$ cat src/rtl/result_to_bcd_pkg.sv
// Shared definitions for the binary-to-BCD converter: FSM states, the digit
// width, and a helper that gives the minimum digit count for a given
// magnitude width. Used by the top-level elaboration check.
package result_to_bcd_pkg;

    localparam int BCD_W = 4;

    typedef enum logic [1:0] {
        IDLE  = 2'd0,
        SHIFT = 2'd1,
        DONE  = 2'd2
    } state_t;

    // Smallest d such that 10^d > 2^nbits - 1 (valid for nbits up to 63).
    function automatic int min_digits(input int nbits);
        longint unsigned maxv;
        longint unsigned p;
        int              d;
        maxv = (longint'(1) << nbits) - 1;
        p    = 10;
        d    = 1;
        for (int i = 0; i < 20; i++) begin
            if (p <= maxv) begin
                p = p * 10;
                d = d + 1;
            end
        end
        return d;
    endfunction

endpackage

$ cat src/rtl/result_to_bcd_if.sv
// Request/result bundle between the divider side and the BCD converter.
// master: drives start/value/sign, receives busy/done/bcd/neg/blank.
// slave:  the converter, the reverse directions.
interface result_to_bcd_if #(
    parameter int numBits = 8,
    parameter int DIGITS  = 3
);
    logic                  start;
    logic [numBits-1:0]    value;
    logic                  sign;
    logic                  busy;
    logic                  done;
    logic [4*DIGITS-1:0]   bcd;
    logic                  neg;
    logic [DIGITS-1:0]     blank;

    modport master (
        output start, value, sign,
        input  busy, done, bcd, neg, blank
    );

    modport slave (
        input  start, value, sign,
        output busy, done, bcd, neg, blank
    );
endinterface

$ cat src/rtl/result_to_bcd_add3.sv
// Single-digit adjust for shift-and-add-3: adds 3 to any digit >= 5.
// Ports: din (4-bit BCD digit), dout (adjusted digit).
// Purely combinational; input never exceeds 9 so the sum never exceeds 12.
module bcd_add3
    import result_to_bcd_pkg::*;
(
    input  logic [BCD_W-1:0] din,
    output logic [BCD_W-1:0] dout
);
    assign dout = (din >= BCD_W'(5)) ? din + BCD_W'(3) : din;
endmodule

$ cat src/rtl/result_to_bcd.sv
// Sequential binary-to-BCD converter (one operand bit per clock), with sign
// flag and leading-zero blank mask. Ports: clk, rst (async active-high), bus
// (slave side of result_to_bcd_if). Latency numBits+1 clocks; start ignored while busy.
module result_to_bcd
    import result_to_bcd_pkg::*;
#(
    parameter int numBits = 8,
    parameter int DIGITS  = 3
) (
    input  logic           clk,
    input  logic           rst,
    result_to_bcd_if.slave bus
);
    localparam int CW = $clog2(numBits + 1);
    localparam int SW = BCD_W * DIGITS;
    // Leading-zero mask of a zero result: every digit blank except digit 0.
    localparam logic [DIGITS-1:0] BLANK_RST = ~DIGITS'(1);

    if (DIGITS < min_digits(numBits)) begin : g_bad_digits
        $fatal(1, "result_to_bcd: DIGITS too small for numBits");
    end

    state_t              state;
    logic [numBits-1:0]  opnd;
    logic                sgn;
    logic [SW-1:0]       scratch;
    logic [SW-1:0]       adj;
    logic [CW-1:0]       cnt;
    logic                busy_q;
    logic                done_q;
    logic [SW-1:0]       bcd_q;
    logic                neg_q;
    logic [DIGITS-1:0]   blank_q;
    logic [DIGITS-1:0]   blank_nxt;
    logic                lead;

    for (genvar g = 0; g < DIGITS; g++) begin : g_add3
        bcd_add3 u_add3 (
            .din  (scratch[g*BCD_W +: BCD_W]),
            .dout (adj[g*BCD_W +: BCD_W])
        );
    end

    // A digit is blank only if it and every digit above it are zero;
    // digit 0 is always shown.
    always_comb begin
        blank_nxt = '0;
        lead      = 1'b1;
        for (int k = DIGITS - 1; k >= 1; k--) begin
            lead         = lead & (scratch[k*BCD_W +: BCD_W] == '0);
            blank_nxt[k] = lead;
        end
    end

    always_ff @(posedge clk or posedge rst) begin
        if (rst) begin
            state   <= IDLE;
            opnd    <= '0;
            sgn     <= 1'b0;
            scratch <= '0;
            cnt     <= '0;
            busy_q  <= 1'b0;
            done_q  <= 1'b0;
            bcd_q   <= '0;
            neg_q   <= 1'b0;
            blank_q <= BLANK_RST;
        end else begin
            case (state)
                IDLE: begin
                    done_q <= 1'b0;
                    busy_q <= bus.start;
                    if (bus.start) begin
                        opnd    <= bus.value;
                        sgn     <= bus.sign;
                        scratch <= '0;
                        cnt     <= CW'(numBits);
                        state   <= SHIFT;
                    end
                end
                SHIFT: begin
                    // Adjusted digits and operand shift as one register;
                    // operand MSB lands in digit 0 LSB.
                    {scratch, opnd} <= {adj, opnd} << 1;
                    cnt <= cnt - CW'(1);
                    if (cnt == CW'(1)) begin
                        state <= DONE;
                    end
                end
                DONE: begin
                    bcd_q   <= scratch;
                    blank_q <= blank_nxt;
                    neg_q   <= sgn & (|scratch);
                    done_q  <= 1'b1;
                    state   <= IDLE;
                end
                default: state <= IDLE;
            endcase
        end
    end

    assign bus.busy  = busy_q;
    assign bus.done  = done_q;
    assign bus.bcd   = bcd_q;
    assign bus.neg   = neg_q;
    assign bus.blank = blank_q;
endmodule

$ cat src/flat_wrapper.sv
// flat-port wrapper written by rule: the top's interface ports become plain ports
module result_to_bcd_flat import result_to_bcd_pkg::*;
#(
    parameter int numBits = 8,
    parameter int DIGITS  = 3
)
  (clk, rst, bus_start, bus_value, bus_sign, bus_busy, bus_done, bus_bcd, bus_neg, bus_blank);
  result_to_bcd_if #(.numBits(numBits), .DIGITS(DIGITS)) bus_i ();
  input  logic clk;
  input  logic rst;
  input wire logic [$bits(bus_i.start)-1:0] bus_start;
  input wire logic [$bits(bus_i.value)-1:0] bus_value;
  input wire logic [$bits(bus_i.sign)-1:0] bus_sign;
  output wire logic [$bits(bus_i.busy)-1:0] bus_busy;
  output wire logic [$bits(bus_i.done)-1:0] bus_done;
  output wire logic [$bits(bus_i.bcd)-1:0] bus_bcd;
  output wire logic [$bits(bus_i.neg)-1:0] bus_neg;
  output wire logic [$bits(bus_i.blank)-1:0] bus_blank;
  assign bus_i.start = bus_start;
  assign bus_i.value = bus_value;
  assign bus_i.sign = bus_sign;
  assign bus_busy = bus_i.busy;
  assign bus_done = bus_i.done;
  assign bus_bcd = bus_i.bcd;
  assign bus_neg = bus_i.neg;
  assign bus_blank = bus_i.blank;
  result_to_bcd #(.numBits(numBits), .DIGITS(DIGITS)) u_core (.clk(clk), .rst(rst), .bus(bus_i));
endmodule
$ cat config.mk
export PLATFORM = sky130hd
export DESIGN_NAME = result_to_bcd_flat
export DESIGN_NICKNAME = d
export VERILOG_FILES = /design/src/rtl/result_to_bcd_pkg.sv /design/src/rtl/result_to_bcd_if.sv /design/src/rtl/result_to_bcd_add3.sv /design/src/rtl/result_to_bcd.sv /design/src/flat_wrapper.sv
export SDC_FILE = /design/constraint.sdc
export NUM_CORES = 1
export LEC_CHECK = 0
export ABC_AREA = 1
export CORE_MARGIN = 4
export CORE_UTILIZATION = 65
export CTS_BUF_LIST = sky130_fd_sc_hd__clkbuf_8
export DETAILED_ROUTE_END_ITERATION = 10
export DONT_BUFFER_PORTS = 1
export PLACE_DENSITY_LB_ADDON = 0.1
export SYNTH_ARGS = -nofsm -noshare
export SYNTH_HDL_FRONTEND = slang
export SYNTH_SLANG_ARGS = --single-unit
$ cat constraint.sdc
create_clock -name clk -period 1.8 [get_ports clk]
set_input_delay 0.36 -clock clk [delete_from_list [all_inputs] [get_ports clk]]
set_output_delay 0.36 -clock clk [all_outputs]
set_load 0.005 [all_outputs]
======== After elaboration in Yosys (flattened, before gate mapping) ========
Cells that the tools add are included.
storage, ports and cells
  flip-flop bits (word level) ............. 44
  input bits .............................. 12
  output and inout port bits .............. 18
  word-level logic and storage cells ...... 46
cells by class
  add/subtract/negate cells ............... 4
  $lt $le $gt $ge ......................... 3
  equal/unequal tests ..................... 5
  multiplexer cells ....................... 13
  bitwise logic cells ..................... 2
  reductions and logical operators ........ 9
operators with widths
  operator             count
  $pmux 12 s2          1
  $pmux 8 s2           1
  $ge 4x3->1 const B   3
  $mux 12              1
  $mux 4               3
  $reduce_or 12->1     1
  $add 4x2->4 const B  2
  $logic_not 4->1      2
  $mux 8               1
  $pmux 4 s2           1
  $reduce_and 2->1     3
  $eq 4x1->1 const B   1
  $mux 2               2
  $pmux 2 s2           1
  $reduce_bool 2->1    2
  $sub 4x1->4 const B  1
  $add 3x2->3 const B  1
  $mux 3               1
  $and 1x1->1          2
  $eq 2x1->1 const B   1
  $eq 2x2->1 const B   1
  $logic_not 2->1      1
  $ne 2x1->1 const B   1
  $ne 2x2->1 const B   1
  $pmux 1 s2           1

======== Depth between registers and ports, before layout ========
Gate-level depths: netlist of run 1.
  depth in word-level cells ............... 3
  gate-level depth with buffers ........... 9
  depth with buffers taken out ............ 9

======== By module ========
A second synthesis of run 1 with hierarchy kept.
unflattened totals
  cells, all modules ...................... 272
  area total of the unflattened synthesis .. 2263.4 µm²
by module, submodules not included
  module         times used  cells each  area an instance (µm²)  sequential area each (µm²)
  result_to_bcd  1           203         1858.0                  1103.6
  bcd_add3       3           23          135.1                   0.0

======== Worst setup path before layout of run 1 ========
No wires, ideal clock.
  path kind ............................... reg-to-reg
  start point ............................. reg u_core.scratch[0]
  end point ............................... reg u_core.scratch[4]
  setup time .............................. 0.118 ns
  data arrival time ....................... 1.051 ns
  required time ........................... 1.682 ns
  slack ................................... 0.631 ns
  cell stages (with the launch flop) ...... 8
  buffers on the path ..................... 0
  period minus slack after synthesis ...... 1.169 ns
  path through ............................ dfrtp_1 -> inv_1 -> ha_1 -> inv_1 -> nand2_1 -> nand3_1 -> nand3_1 -> nand2_1
between the ends
  word-level cells in the longest chain between the ends .. 3
  elaborated cells on any way between the ends .. 4
  those cells by class .................... add/sub: 1; order compare: 1; mux: 2
ends and longest elaborated chain
  item                                              line                      RTL
  from (decl)                                       result_to_bcd.sv:26       logic [SW-1:0] scratch;
  from (signal assigned)                            result_to_bcd.sv:83       {scratch, opnd} <= {adj, opnd} << 1;
  $add 4x2->4 / $ge 4x3->1 (equally long branches)  result_to_bcd_add3.sv:10  assign dout = (din >= BCD_W'(5)) ? din + BCD_W'(3) : din;
  $mux 4 (*)                                        result_to_bcd_add3.sv:10
  $pmux 12 s2 (*)                                   result_to_bcd.sv:68       case (state)
Every way passes the cells marked *; elsewhere a longest branch is shown, timed or not.
A chain may end at the register's enable or synchronous reset.

======== Final worst setup path of run 1 ========
  start point ............................. reg u_core.state[0]
  end point ............................... reg u_core.scratch[0]
between the ends
  word-level cells in the longest chain between the ends .. 3
  elaborated cells on any way between the ends .. 6
  those cells by class .................... eq/ne: 2; mux: 1; reduce/logical: 3
ends and longest elaborated chain
  item                                                                     line                 RTL
  from (decl)                                                              result_to_bcd.sv:23  state_t state;
  from (signal assigned)                                                   result_to_bcd.sv:57  state <= IDLE;
  from (signal assigned)                                                   result_to_bcd.sv:77  state <= SHIFT;
  from (signal assigned)                                                   result_to_bcd.sv:86  state <= DONE;
  $eq 2x1->1 / $logic_not 2->1 (equally long branches)                     result_to_bcd.sv:68
  $reduce_bool 2->1 (no source line) / $ne 2x2->1 (equally long branches)  n/a
  $reduce_and 2->1 (no source line)                                        n/a
Several ways; a longest one is shown, not always the timed one.

==> flow_summary.toml, run 1 <==
[finish]
syn2layout_area_growth_pct = 5.10
drive_gt1_frac = 0.150
num_antenna_cells = 0
final_cell_area_um2 = 2370
num-nets-final = 288

[cts]
clk_pin_slew_ns = 0.08
htreeDepth = 2
cts-buffers-inserted = 5
postCtsSetupBuffers = 0
tritoncts = "built"
cts.sink_count = 44
cts.path.max_buffers = 2
cts_root_buf = "clkbuf_8"
clock_latency_ns = 0.30

[routing]
wl_per_cell_um = 12.7
wl_um = 3980
dr.pass1.iters = 4
antenna_left = 0
drtIter0Drc = 89
drc = 0
detail_route.vias_per_cell = 5.23
route.vias.total = 1637

[placed_design]
gp_congestion = 0.792
port_buffers = 0
dpl.hpwl_um = 2920
placed_area_um2 = 2270

[sta]
finalSetupViolations = 0
final.min_clock_period_ns = 1.42
tightest_slew_ns = 0.555
holdWs_ns = 0.222
fin_tns_setup_ns = 0
fin_worst_skew_ns = 0.00347
max_slew_margin = 0.629
rsz0062_at_grt = "no"
report.final.slew_viol_count = 0
hold_viol_final = 0
fin_crit_sh = 0.790
fmax_ghz = 0.703

[floorplanning]
core_area_um2 = 3340
fp.dieW_um = 66.9
rows = 21
ioPinCount = 30
start_util = 0.677
die_area_um2 = 4480
die_h_um = 66.9

[critical_path]
crit_path_start_kind = "register"
cp.arrival_ns = 1.60
cp.required_ns = 1.97
endpoint_kind = "register"
crit_fanout = 17
path_class = "register to register"

[synth]
yosysUniqueCellTypes = 23
synth_area_um2 = 2260
syn_inst = 261
yosys_warnings = 0
ys_seq_area_frac = 0.489
yosysTopAreaCell = "dfrtp_1"
synth_top_area_share = 0.465
synth_area_leaders = "dfrtp_1, nand2_1, ha_1, inv_1, nand3_1"
synth_seq_cells = 44
syn_nets = 283
avgSynthCellArea_um2 = 8.65

[run_status]
status = "finished, final reports clean"

[global_route]
grt_util_all_layers = 0.212
grt_pass1_wl_um = 6990
grt_pass1_vias = 1573
grt_max_degree = 29
antenna_found_initial = 0
overflow = 0

[power_and_ir_drop]
power_density_nw_per_um2 = 1860
p_leak_nw = 1.22
ir_drop_uv = 1010

[min_path]
hp-class = "primary input to register"

[run]
cap_violations = 0
synthesized netlist by cell type:
library cell	n
inv_2	4
nor2_2	1
o21ai_0	5
conb_1	1
nand4_1	6
nor2_1	12
dfstp_2	2
nand3_1	19
dfrtp_1	42
inv_1	31
buf_4	1
nand2_2	2
o21ai_1	16
o21ai_2	10
buf_6	6
o22ai_2	4
xnor2_1	1
nand2_1	80
nor3_1	1
nand2_4	3
ha_1	10
a21oi_1	2
nor2_4	2
placed cells by master, fill, tap and decap left out, types with 3 or more instances in the layout:
master and count:
o22ai_2 4, o21ai_0 5, clkbuf_8 6, inv_1 31, nand2_4 3, nand3_1 19
o21ai_2 10, o21ai_1 16, nand4_1 6, dfrtp_1 42, nor2_1 12, inv_2 4
buf_4 4, ha_1 10, nand2_1 80
critical path, stage by stage, from the launching register on:
cell and delay, ns:
dfrtp_1 0.48, nor2_2 0.21, nand2_4 0.10, nand2_4 0.23, buf_4 0.21, o22ai_2 0.07
area by class of cell:
type / instances / area (um2)
clock inverter: 2 / 10.0
tap: 46 / 57.6
fill: 269 / 963
sequential: 44 / 1100
multi-input combinational: 175 / 948
clock buffer: 6 / 82.6
timing repair buffer: 5 / 40.0
inverter: 35 / 131
where the power goes:
group          switching, mW  total (mW)  internal (mW)
clock network          0.319       0.625          0.306
logic                   1.32        2.07          0.747
registers              0.300        1.73           1.43
logic make-up (layout without fill, tap and decap cells):
group / Yosys count / after routing / share of synthesized area
AOI/OAI and AO/OA: 37 / 37 / 0.112
xor gates and xnor gates: 1 / 1 / 0.00388
adders and majority gates: 10 / 10 / 0.0554
buffers and inverters: 42 / 48 / 0.0914
DFF: 44 / 44 / 0.489
other: 1 / 1 / 0.00166
and+or+nand+nor: 126 / 126 / 0.247
per-layer routing:
metal / global-route usage / wire length, um / part of all wire / vias up
met4: 0.0835 / 76 / 0.019 / 0
met1: 0.262 / 1790 / 0.45 / 756
met3: 0.0759 / 281 / 0.071 / 11
met5: 0 / 0 / 0 / -
li1: - / - / - / 833
met2: 0.337 / 1830 / 0.46 / 37
flip-flops by register name, indices dropped and copies added, names as in the netlist:
name / cells
u_core.bus.bcd: 12
u_core.cnt: 4
u_core.bus.blank: 2
u_core.sgn: 1
u_core.state: 2
u_core.bus.done: 1
u_core.scratch: 12
u_core.bus.neg: 1
u_core.opnd: 8
u_core.bus.busy: 1
what timing repair did:
| item | 4_1_cts | 5_1_grt |
|---|---|---|
| hold buffers | 1 | 0 |
| gates resized for setup | 0 | 0 |
| endpoints found under the hold margin | 12 | 0 |
stage by stage:
step                utilization  cells  total power [mW]  setup slack [ns]
global placement          0.681    304              3.75             0.429
floorplan                     -    261              3.48             0.412
global route              0.711    313              4.88             0.238
detailed placement        0.681    304              3.81             0.387
finish                    0.711    313              4.42             0.378
CTS                       0.711    313              4.46             0.368
final timing paths:
kind                                      from                  end  slack (ns)  cells after the start
hold / removal                       bus_start      u_core.state[0]        0.22                      2
max in group asynchronous                  rst  u_core.bus.blank[2]        0.58                      3
setup / recovery               u_core.state[0]    u_core.scratch[0]        0.38                      5
hold reg to reg            u_core.bus.blank[1]  u_core.bus.blank[1]        0.48                      2
min in group asynchronous                  rst      u_core.state[0]        0.54                      2
setup reg to reg               u_core.state[0]    u_core.scratch[0]        0.38                      5
Power figures use the tool's default switching activity.
==> run 2, diff against run 1 <==
- clock period: 1.8 -> 1.4 ns (I/O delays scaled with it)
==> run 2 against run 1 <==
Compared with the run above: core utilization up 2.5 points; final area up 3.5%; global-route usage down 0.95 points; worst hold slack worse by 0.081 ns; sequential share of layout area down 1.5 points; critical path type unchanged; sequential cell count unchanged; register-to-register slack worse by 0.28 ns; non-clock buffer count up 6; first-iteration DRC count down 13%; total power up 33%; clock-buffer cell count down 1.
==> flow_summary.toml, run 2 (synthesis results as in run 1) <==
[critical_path]
reg2reg_to = "u_core.scratch[8]"
reg2reg_slack_ns = 0.1
cp.required_ns = 1.59
crit_chain = "nand2_4, nand2_4, inv_2, nand2_1, nand2_1"
critPathBufInv = 1
worstRegToRegCells = 5
cpPeakStageDelay_ns = 0.56
path_class = "register to register"
crit_fanout = 12
slowest_stage = "dfrtp_1"
endpoint_kind = "register"
cp.arrival_ns = 1.49
crit_path_start_kind = "register"
r2r_start = "u_core.state[0]"
critPathTopFamily = "flip-flops"

[floorplanning]
start_util = 0.677
core_area_um2 = 3340
fp.dieW_um = 66.9
die_h_um = 66.9
ioPinCount = 30
die_area_um2 = 4480
rows = 21

[run]
cap_violations = 0

[power_and_ir_drop]
p_leak_nw = 1.27
sw_frac_of_total = 0.429
power_density_nw_per_um2 = 2400
p_int_mw = 3.36
pwr-share-comb = 0.499
power.switching_mw = 2.52
p_total_mw = 5.88
ir_drop_uv = 1380
p_seq_frac = 0.379
clkPwrFrac = 0.123

[placed_design]
port_buffers = 0
dpl.hpwl_um = 2840
gp_congestion = 0.784
dp.cells = 309
placed_area_um2 = 2350
pre_cts_slack_ns = 0.0839

[global_route]
grt_pass1_vias = 1517
overflow = 0
antenna_found_initial = 0
grt_util_all_layers = 0.202
grt_max_degree = 45
grt_pass1_wl_um = 6690

[cts]
cts_root_buf = "clkbuf_8"
tritoncts = "built"
htreeDepth = 2
cts.sink_count = 44
clk_pin_slew_ns = 0.08
cts-buffers-inserted = 5
cts.path.max_buffers = 2
clock_latency_ns = 0.29

[routing]
wl_per_cell_um = 12.3
drtIter0Drc = 77
detail_route.vias_per_cell = 5.15
wl_um = 3910
drc = 0
dr.pass1.iters = 4
route.vias.total = 1644
antenna_left = 0

[finish]
layout_common_cells = "nand2_1, dfrtp_1, inv_1"
syn2layout_area_growth_pct = 8.75
final_cell_area_um2 = 2460
final_common_cell = "nand2_1"
num-nets-final = 294
num_antenna_cells = 0
fin_util = 0.736
final_cell_count_no_fill = 319
drive_gt1_frac = 0.176

[sta]
finalSetupViolations = 0
timing.final.ws_setup_ns = 0.0980
fin_tns_setup_ns = 0
report.final.slew_viol_count = 0
fin_crit_sh = 0.930
rsz0062_at_grt = "no"
hold_viol_final = 0
final.min_clock_period_ns = 1.30
fmax_ghz = 0.768
holdWs_ns = 0.141
fin_worst_skew_ns = 0.00984

[min_path]
hp-start = "bus_value[0]"
hp-class = "primary input to register"
hold_depth = 2
min_to = "u_core.opnd[0]"

[run_status]
status = "finished, final reports clean"
==> run 2: layer usage <==
metal / track usage / wire, um
met1: 0.264 / 1780
met2: 0.308 / 1810
met3: 0.0793 / 287
met4: 0.0658 / 33
met5: 0 / 0
==> run 2: final cells by class <==
cell class              instances  area (um2)
flip-flops and latches         44        1100
multi-input cells             175         958
fillers                       259         881
inverters                      35         131
repair buffers                 11         123
clock buffers                   5        68.8
well taps                      46        57.6
clock inverters                 3        12.5
==> run 2: worst reg2reg max path: stages, from the launching register on <==
cell	delay, ns
dfrtp_1	0.56
nand2_4	0.18
nand2_4	0.18
inv_2	0.12
nand2_1	0.10
nand2_1	0.05
==> run 2: power by group through the flow <==
stage                     clock network [mW]  logic (mW)  registers (mW)
final                                  0.722        2.93            2.23
after global routing                   0.791        3.38            2.30
after CTS                              0.752        2.93            2.23
after detailed placement                   0        2.92            2.25
after global placement                     0        2.84            2.23
after floorplan                            0        2.32            2.16
==> run 2: worst max path at each step <==
stage / to / slack (ns) / start / cells after the start
detailed placement: u_core.scratch[6] / 0.08 / u_core.state[0] / 6
finish: u_core.scratch[8] / 0.1 / u_core.state[0] / 5
global route: u_core.opnd[3] / 0.001 / u_core.state[0] / 6
floorplan: u_core.bus.bcd[0] / 0.09 / rst / 1
global placement: u_core.scratch[8] / 0.11 / u_core.state[0] / 6
CTS: u_core.scratch[8] / 0.06 / u_core.state[0] / 6
==> run 2: what timing repair did <==
action	in CTS	in global routing
buffers inserted	0	1
hold buffers	1	0
endpoints found under the hold margin	42	0
resized for setup	0	5
setup endpoints to repair	0	9
